[config.mk]
export PLATFORM = sky130hd
export DESIGN_NAME = traffic_light_ctrl
export DESIGN_NICKNAME = d
export VERILOG_FILES = /design/src/rtl/traffic_light_ctrl.sv
export SDC_FILE = /design/constraint.sdc
export NUM_CORES = 1
export LEC_CHECK = 0
export ABC_CLOCK_PERIOD_IN_PS = 2500
export BUFFER_PORTS_ARGS = -buffer_cell sky130_fd_sc_hd__buf_2
export CAP_MARGIN = 0
export CORE_MARGIN = 2
export CORE_UTILIZATION = 40
export CTS_BUF_LIST = sky130_fd_sc_hd__clkbuf_2 sky130_fd_sc_hd__clkbuf_4 sky130_fd_sc_hd__clkbuf_8
export DETAILED_ROUTE_END_ITERATION = 8
export GPL_TIMING_DRIVEN = 0
export SYNTH_ARGS = -nofsm -noshare
export SYNTH_HDL_FRONTEND = slang
export SYNTH_HIERARCHICAL = 1
export SYNTH_SLANG_ARGS = --single-unit
export TNS_END_PERCENT = 1
[constraint.sdc]
create_clock -name clk -period 2.5 [get_ports clk]
set_clock_uncertainty 0.1 [all_clocks]
set_input_delay 0.5 -clock clk [delete_from_list [all_inputs] [get_ports clk]]
set_output_delay 0.5 -clock clk [all_outputs]
set_load 0.01 [all_outputs]
[src/rtl/traffic_light_ctrl.sv]
// traffic_light_ctrl: UK traffic-light sequencer for N_DIR conflicting approaches.
// Each approach in turn runs red+amber -> green -> amber, and an all-red
// clearance separates approaches. Phase lengths are programmable. The block can
// skip approaches that have no demand, and has a flashing-amber fault mode.
// Every output is a register, and the lamps are decoded from the next state.

// Lamp-safety checker, bound inside the controller. Outside FLASH, at most one
// approach may show green or amber, and no approach may show red and green together.
module tlc_checker #(
  parameter int N_DIR = 2
) (
  input logic             clk,
  input logic             rst,
  input logic [N_DIR-1:0] red,
  input logic [N_DIR-1:0] amber,
  input logic [N_DIR-1:0] green,
  input logic [2:0]       phase
);

  a_single_mover: assert property (@(posedge clk) disable iff (rst)
    (phase != 3'd4) |-> $onehot0(green | amber))
    else $error("lamp invariant: more than one approach moving");

  a_no_red_green: assert property (@(posedge clk) disable iff (rst)
    ((green & red) == {N_DIR{1'b0}}))
    else $error("lamp invariant: red and green together");

endmodule

module traffic_light_ctrl #(
  parameter int N_DIR       = 2,
  parameter int CNT_W       = 8,
  parameter int T_ALL_RED   = 1,
  parameter int T_RED_AMBER = 2,
  parameter int T_GREEN     = 8,
  parameter int T_AMBER     = 3,
  parameter int FLASH_HALF  = 2,
  parameter int DEMAND_MODE = 1,
  localparam int DIR_W      = (N_DIR > 1) ? $clog2(N_DIR) : 1
) (
  input  logic             clk,
  input  logic             rst,
  input  logic             en,
  input  logic             flash,
  input  logic [N_DIR-1:0] demand,
  output logic [N_DIR-1:0] red,
  output logic [N_DIR-1:0] amber,
  output logic [N_DIR-1:0] green,
  output logic [DIR_W-1:0] active_dir,
  output logic [2:0]       phase
);

  // The flash counter only needs to hold FLASH_HALF-1.
  localparam int FL_W = (FLASH_HALF > 1) ? $clog2(FLASH_HALF) : 1;

  // Timer reload values. Each state lasts T_x enabled cycles, so the timer counts T_x-1 down to 0.
  localparam logic [CNT_W-1:0] LD_ALL_RED   = CNT_W'(T_ALL_RED - 1);
  localparam logic [CNT_W-1:0] LD_RED_AMBER = CNT_W'(T_RED_AMBER - 1);
  localparam logic [CNT_W-1:0] LD_GREEN     = CNT_W'(T_GREEN - 1);
  localparam logic [CNT_W-1:0] LD_AMBER     = CNT_W'(T_AMBER - 1);
  localparam logic [CNT_W-1:0] T_ZERO       = {CNT_W{1'b0}};
  localparam logic [CNT_W-1:0] T_ONE        = CNT_W'(1);
  localparam logic [FL_W-1:0]  LD_FLASH     = FL_W'(FLASH_HALF - 1);
  localparam logic [FL_W-1:0]  F_ZERO       = {FL_W{1'b0}};
  localparam logic [FL_W-1:0]  F_ONE        = FL_W'(1);
  localparam logic [DIR_W-1:0] LAST_DIR     = DIR_W'(N_DIR - 1);
  localparam logic [DIR_W-1:0] DIR_ZERO     = {DIR_W{1'b0}};
  localparam logic [DIR_W-1:0] DIR_ONE      = DIR_W'(1);

  typedef enum logic [2:0] {
    PH_ALL_RED   = 3'd0,
    PH_RED_AMBER = 3'd1,
    PH_GREEN     = 3'd2,
    PH_AMBER     = 3'd3,
    PH_FLASH     = 3'd4
  } phase_t;

  // State registers.
  phase_t           r_phase;
  logic [CNT_W-1:0] r_timer;
  logic [DIR_W-1:0] r_dir;
  logic [FL_W-1:0]  r_fcnt;
  logic             r_flvl;
  logic [N_DIR-1:0] r_red;
  logic [N_DIR-1:0] r_amber;
  logic [N_DIR-1:0] r_green;

  // Next-state values.
  phase_t           w_nxt_phase;
  logic [CNT_W-1:0] w_nxt_timer;
  logic [DIR_W-1:0] w_nxt_dir;
  logic [FL_W-1:0]  w_nxt_fcnt;
  logic             w_nxt_flvl;
  logic [N_DIR-1:0] w_nxt_red;
  logic [N_DIR-1:0] w_nxt_amber;
  logic [N_DIR-1:0] w_nxt_green;

  // Result of the approach selection at ALL_RED exit.
  logic             w_sel_ok;
  logic [DIR_W-1:0] w_sel_dir;

  // Choose the next approach. In fixed rotation this is simply the next one.
  // In demand mode, the search is round-robin from active_dir+1 and wraps to
  // active_dir itself. The loop runs from the farthest offset to the nearest,
  // so the nearest requesting approach is the one that remains selected.
  always_comb begin
    logic [DIR_W-1:0] w_idx;
    logic             w_hit;
    w_sel_ok  = 1'b0;
    w_sel_dir = r_dir;
    w_idx     = DIR_ZERO;
    w_hit     = 1'b0;
    if (DEMAND_MODE == 0) begin
      w_sel_ok  = 1'b1;
      w_sel_dir = (r_dir == LAST_DIR) ? DIR_ZERO : (r_dir + DIR_ONE);
    end else begin
      for (int k = N_DIR; k >= 1; k--) begin
        w_idx     = DIR_W'((int'(r_dir) + k) % N_DIR);
        w_hit     = demand[w_idx];
        w_sel_ok  = w_sel_ok | w_hit;
        w_sel_dir = w_hit ? w_idx : w_sel_dir;
      end
    end
  end

  // Next-state sequencing. Priority runs flash first, then leaving FLASH, then en, then the timer.
  always_comb begin
    w_nxt_phase = r_phase;
    w_nxt_timer = r_timer;
    w_nxt_dir   = r_dir;
    w_nxt_fcnt  = r_fcnt;
    w_nxt_flvl  = r_flvl;
    if (flash) begin
      if (r_phase != PH_FLASH) begin
        // Entering the fault mode. The lamps start lit and run a full half-period.
        w_nxt_phase = PH_FLASH;
        w_nxt_fcnt  = LD_FLASH;
        w_nxt_flvl  = 1'b1;
      end else if (r_fcnt == F_ZERO) begin
        w_nxt_flvl = ~r_flvl;
        w_nxt_fcnt = LD_FLASH;
      end else begin
        w_nxt_fcnt = r_fcnt - F_ONE;
      end
    end else if (r_phase == PH_FLASH) begin
      // Leaving the fault mode. Always pass through a full clearance. active_dir
      // is kept, so the rotation continues from the approach served last.
      w_nxt_phase = PH_ALL_RED;
      w_nxt_timer = LD_ALL_RED;
    end else if (en) begin
      if (r_timer != T_ZERO) begin
        w_nxt_timer = r_timer - T_ONE;
      end else begin
        case (r_phase)
          PH_ALL_RED: begin
            if (w_sel_ok) begin
              w_nxt_dir   = w_sel_dir;
              w_nxt_phase = PH_RED_AMBER;
              w_nxt_timer = LD_RED_AMBER;
            end else begin
              // No demand: keep the clearance, with the timer parked at 0 so
              // the selection is tried again on every enabled cycle.
              w_nxt_timer = T_ZERO;
            end
          end
          PH_RED_AMBER: begin
            w_nxt_phase = PH_GREEN;
            w_nxt_timer = LD_GREEN;
          end
          PH_GREEN: begin
            w_nxt_phase = PH_AMBER;
            w_nxt_timer = LD_AMBER;
          end
          PH_AMBER: begin
            w_nxt_phase = PH_ALL_RED;
            w_nxt_timer = LD_ALL_RED;
          end
          default: begin
            w_nxt_phase = PH_ALL_RED;
            w_nxt_timer = LD_ALL_RED;
          end
        endcase
      end
    end else begin
      // Frozen: state and timer hold their values.
      w_nxt_timer = r_timer;
    end
  end

  // Lamp decode from the next state, so the lamps change on the same edge as the phase.
  always_comb begin
    w_nxt_red   = {N_DIR{1'b1}};
    w_nxt_amber = {N_DIR{1'b0}};
    w_nxt_green = {N_DIR{1'b0}};
    case (w_nxt_phase)
      PH_ALL_RED: begin
        w_nxt_red = {N_DIR{1'b1}};
      end
      PH_RED_AMBER: begin
        w_nxt_amber[w_nxt_dir] = 1'b1;
      end
      PH_GREEN: begin
        w_nxt_red[w_nxt_dir]   = 1'b0;
        w_nxt_green[w_nxt_dir] = 1'b1;
      end
      PH_AMBER: begin
        w_nxt_red[w_nxt_dir]   = 1'b0;
        w_nxt_amber[w_nxt_dir] = 1'b1;
      end
      PH_FLASH: begin
        w_nxt_red   = {N_DIR{1'b0}};
        w_nxt_amber = {N_DIR{w_nxt_flvl}};
      end
      default: begin
        w_nxt_red = {N_DIR{1'b1}};
      end
    endcase
  end

  // Sequencer state and registered lamp outputs, with asynchronous reset to the all-red clearance.
  always_ff @(posedge clk or posedge rst) begin
    if (rst) begin
      r_phase <= PH_ALL_RED;
      r_timer <= LD_ALL_RED;
      r_dir   <= LAST_DIR;
      r_fcnt  <= F_ZERO;
      r_flvl  <= 1'b0;
      r_red   <= {N_DIR{1'b1}};
      r_amber <= {N_DIR{1'b0}};
      r_green <= {N_DIR{1'b0}};
    end else begin
      r_phase <= w_nxt_phase;
      r_timer <= w_nxt_timer;
      r_dir   <= w_nxt_dir;
      r_fcnt  <= w_nxt_fcnt;
      r_flvl  <= w_nxt_flvl;
      r_red   <= w_nxt_red;
      r_amber <= w_nxt_amber;
      r_green <= w_nxt_green;
    end
  end

  assign red        = r_red;
  assign amber      = r_amber;
  assign green      = r_green;
  assign active_dir = r_dir;
  assign phase      = r_phase;

  tlc_checker #(.N_DIR(N_DIR)) u_chk (
    .clk   (clk),
    .rst   (rst),
    .red   (r_red),
    .amber (r_amber),
    .green (r_green),
    .phase (r_phase)
  );

endmodule

Word-level counts from Yosys, hierarchy flattened
Index checks and enable logic that the tools add are counted.
- $add $sub $neg: 4
- multiplexer cells: 34
- reduce and logical (&&, ||, !) cells: 7
- bitwise operators: 4
- equality and inequality tests: 8
- order comparisons: 4
- operator list (cell ; number):
    8-bit two-way mux ; 3
    8-bit one-hot mux with 3 select lines ; 1
    1-bit two-way mux ; 19
    3-bit two-way mux ; 6
    3-bit by 2-bit == test with 1-bit output, second input constant ; 3
    3-bit one-hot mux with 3 select lines ; 1
    2-bit one-hot mux with 2 select lines ; 2
    8-bit nonzero test ; 1
    8-bit by 1-bit subtractor with 8-bit output, second input constant ; 1
    3-bit by 1-bit == test with 1-bit output, second input constant ; 2
    3-bit == test, second input constant ; 2
    1-bit by 2-bit < comparator with 1-bit output, second input constant ; 3
    2-bit OR reduction ; 2
    3-bit logical NOT ; 1
    3-bit != test, second input constant ; 1
    1-bit adder, second input constant ; 2
    2-bit two-way mux ; 1
    1-bit NOT ; 2
    2-bit NOT ; 1
    2-bit AND reduction ; 1
    2-bit nonzero test ; 1
    1-bit demux with 1-bit select ; 1
    1-bit greater-or-equal comparator, second input constant ; 1
    1-bit logical AND ; 1
    other kinds (2) ; 2
- bits in registers: 20
- word-level logic and storage cells: 69

Longest topological paths before layout
- depth after elaboration: 17
- gate-level depth with buffers: 8

Worst setup path before layout
Ideal clock, no wire load.
- path kind: reg-to-reg
- from: register r_timer[0]
- to: register r_timer[2]
- data arrival time: 1.903 ns
- period minus slack after synthesis: 2.125 ns
- path slack: 0.375 ns
- stages on the path, launching flop included: 8
- data required time: 2.278 ns
- cells stage by stage: dfrtp_1 inv_1 ha_1 or4b_4 buf_6 nor2_2 mux2_1 a32o_1
- longest elaborated chain between the ends: 4
- ends and longest elaborated chain (what ; line ; source):
    start: declaration ; 80 ; logic [CNT_W-1:0] r_timer;
    start signal: assignment ; 233 ; r_timer <= w_nxt_timer;
    8-bit by 1-bit subtractor with 8-bit output or 8-bit nonzero test (tied branches) ; 152, 151 ;
    8-bit two-way mux (*) ; 151 ; if (r_timer != T_ZERO) begin
    8-bit two-way mux (*) ; 150 ; end else if (en) begin
    8-bit two-way mux (*) ; 145 ; end else if (r_phase == PH_FLASH) begin
Mark *: on every way between the ends. The rest lies on a longest branch, timed or not. The select of a mux whose other input is x is not followed.
A chain may end at the register's enable or synchronous reset.

Worst setup path after layout
Ends and elaborated chain as after synthesis.

==> impl_results.md <==
- Core area: approximately 2800 sq um
- Global-route wire length before repair: ~4600 um
- CP max stage cell: or4b_4
- DIE WIDTH: 58.8 um
- DR iter-0 viols: 38
- Clock transition at path regs: 0.11 ns
- Relative slew slack: 0.513
- IO buf count: 14
- Post_cts resized: 0
- Syn Nets: about 130
- Vias per inst: 5.83
- Largest net degree at the start of global routing: 21
- DIE AREA: 3460 sq um
- Syn. warnings: 6
- Max cap viols: 0
- CP Class: flop to flop
- Violated checks: DRC
- Routed WL: between 2000 and 3000 um
- Hold Path Class: input port to asynchronous set/reset pin
- Total number of vias: between 900 and 1000
- Top cells by count, synth: dfrtp_1, inv_1, nor2_1
- Peak VDD IR: between 0.5 and 0.6 mV
- Max incr delay on CP: 0.46 ns
- RSZ-0062 raised after global routing: no
- Tmin final: 2.28 ns
- Outcome: finished, violations left
- Worst Setup Start Kind: flop
- Switch share: 0.436
- Final period util: 0.914
- Logic pwr share: 0.539
- PwrDens: between 1000 and 1500 nW/um^2
- Row cnt: 19
- Slew at the pin closest to its max-slew limit: 0.729 ns
- WP data arrival: between 2 and 2.5 ns
- Clock root buffer master: clkbuf_4
- CTS tree: yes
- Post-synth top area share: 0.354
- Yosys reg bits: 20
- Synth-to-layout area growth: 12.1%
- Synth area leaders: dfrtp_1, dfstp_2, mux2i_1
- Final ANT Viol Nets: 0
- Int Power: ~0.00090 W
- Post-Syn Instances: 119
- Area of the multi-input gates: roughly 640 sq um
- Critical Path RT: roughly 2.6 ns
- Vias in the first global route: about 960
- Final hold vios: 0
- Count of cell types in the netlist: 52
- Setup bufs post-CTS: 0
- Residual DRC: 1
- Vertical die dimension: 58.8 um
- # setup viols final: 0
- Max Freq: 0.438 GHz
- DR pass1 iterations: 6
- FF/Latch Area: just over 500 sq um
- TNS Setup: 0 ns
- EDFF count, synth: 0
- Crit end category: flop
- Synth Flop Type: dfrtp_1
- Slew Viols, Final: 0
- H-tree depth: 1
- Initial antenna violation count: 0
- Syn Area/Cell: a little over 10 sq um
- Final #Nets: 146
- Post-synth top area cell: dfrtp_1
- Placed wire-length estimate: 1930 um
- ANT cells: 0
- CTS Hold Bufs: 0
- Skew-Pair Late Insertion Delay: 0.30 ns
- GRT Residual Overflow: 0
- GPL Wtd Cong: 0.944
- Placed instance area: about 1300 sq um
- Leakage: just under 0.6 nW
- Post-Syn Area: between 1000 and 1500 sq um
- Sw Pwr: ~0.00069 W
- Clk pwr share: 0.121
- Sequential share of the synthesized area: 0.419
- Gr usage total: 0.173
- Critical path cell sequence: inv_1, ha_1, or4b_4, buf_6, nor2_2, mux2_1, a32o_1
- Share of cells above drive strength 1: 0.292
- CTS Buf Count: 3
- CTS sink cnt: 20
- Clk buf depth: 2
- # IOs: 16
- Design Area, Final: ~1300 sq um
- Final Core Density: 0.480
- Sequential Power Share: 0.340
- Worst-path fanout max: 7
- Wire length per cell: ~16 um
- Count leader, synth: dfrtp_1
- Initial core utilization: 0.429
- Fillers: 271
- FFs w/ async S/R, synth: 1.00
==> critical path, delay by kind of cell, from the launching register on <==
family,cells,cell delay (ns)
buf+inv,2,0.27
flops,1,0.41
fa+ha+maj,1,0.17
mux,1,0.34
simple gates,2,0.62
compound gates,1,0.26
==> layout by cell type, fill, tap and decap left out, types with 5 or more instances in the layout <==
| cell | count |
|---|---|
| inv_1 | 6 |
| buf_2 | 15 |
| nand2_1 | 5 |
| dfrtp_1 | 17 |
| a21oi_1 | 5 |
| o21ai_0 | 5 |
| nor2_1 | 6 |
==> path summary, 6_finish.rpt <==
check / from / to / slack, ns / cells past startpoint
worst max-delay path: r_timer[0] / r_timer[2] / 0.22 / 7
worst min-delay path: rst / amber[0] / 0.20 / 2
worst min register to register: r_flvl / r_flvl / 0.41 / 1
worst max register to register: r_timer[0] / r_timer[2] / 0.22 / 7
max in group asynchronous: rst / r_timer[6] / 1.65 / 2
min in group clk: r_flvl / r_flvl / 0.41 / 1
==> cell type report <==
class | count | area share
multi-input cells | 86 | 0.475
repair buffers | 14 | 0.0520
clock buffers | 4 | 0.0269
flip-flops and latches | 20 | 0.374
plain buffers | 6 | 0.0232
inverters | 7 | 0.0195
well taps | 31 | 0.0288
==> logic make-up after synthesis <==
family                   after synthesis  synth area share
adder cells (fa/ha/maj)                2            0.0208
AND/OR/NAND/NOR                       44             0.250
buffers and inverters                 13            0.0479
multiplexers                           6            0.0531
AO/OA/AOI/OAI                         33             0.202
XOR/XNOR                               1           0.00729
flip-flops                            20             0.419
==> power groups by stage <==
stage	sequential, W	combinational [W]	clock, W
after global routing	0.000556	0.000948	0.000212
final	0.000540	0.000855	0.000192
after detailed placement	0.000543	0.000846	0
after CTS	0.000538	0.000851	0.000196
after floorplan	0.000538	0.000669	0
after global placement	0.000540	0.000833	0
==> state kept, by name, indices dropped and copies added (netlist names) <==
name / count
phase: 3
amber: 2
r_fcnt: 1
r_flvl: 1
active_dir: 1
red: 2
r_timer: 8
green: 2
==> per-layer routing <==
layer / global-route usage / wire, um
met1: 0.240 / 1290
met2: 0.273 / 1210
met3: 0.0220 / 71
met4: 0.0714 / 38
met5: 0 / 0
==> through the flow <==
stage	cells	hold slack [ns]	setup slack [ns]	power [W]
floorplan	119	0.361	0.375	0.00121
global placement	164	0.387	0.241	0.00137
detailed placement	164	0.394	0.239	0.00139
CTS	168	0.232	0.213	0.00158
global route	168	0.268	0.127	0.00172
finish	168	0.195	0.216	0.00159
(Power assumes the default switching activity.)
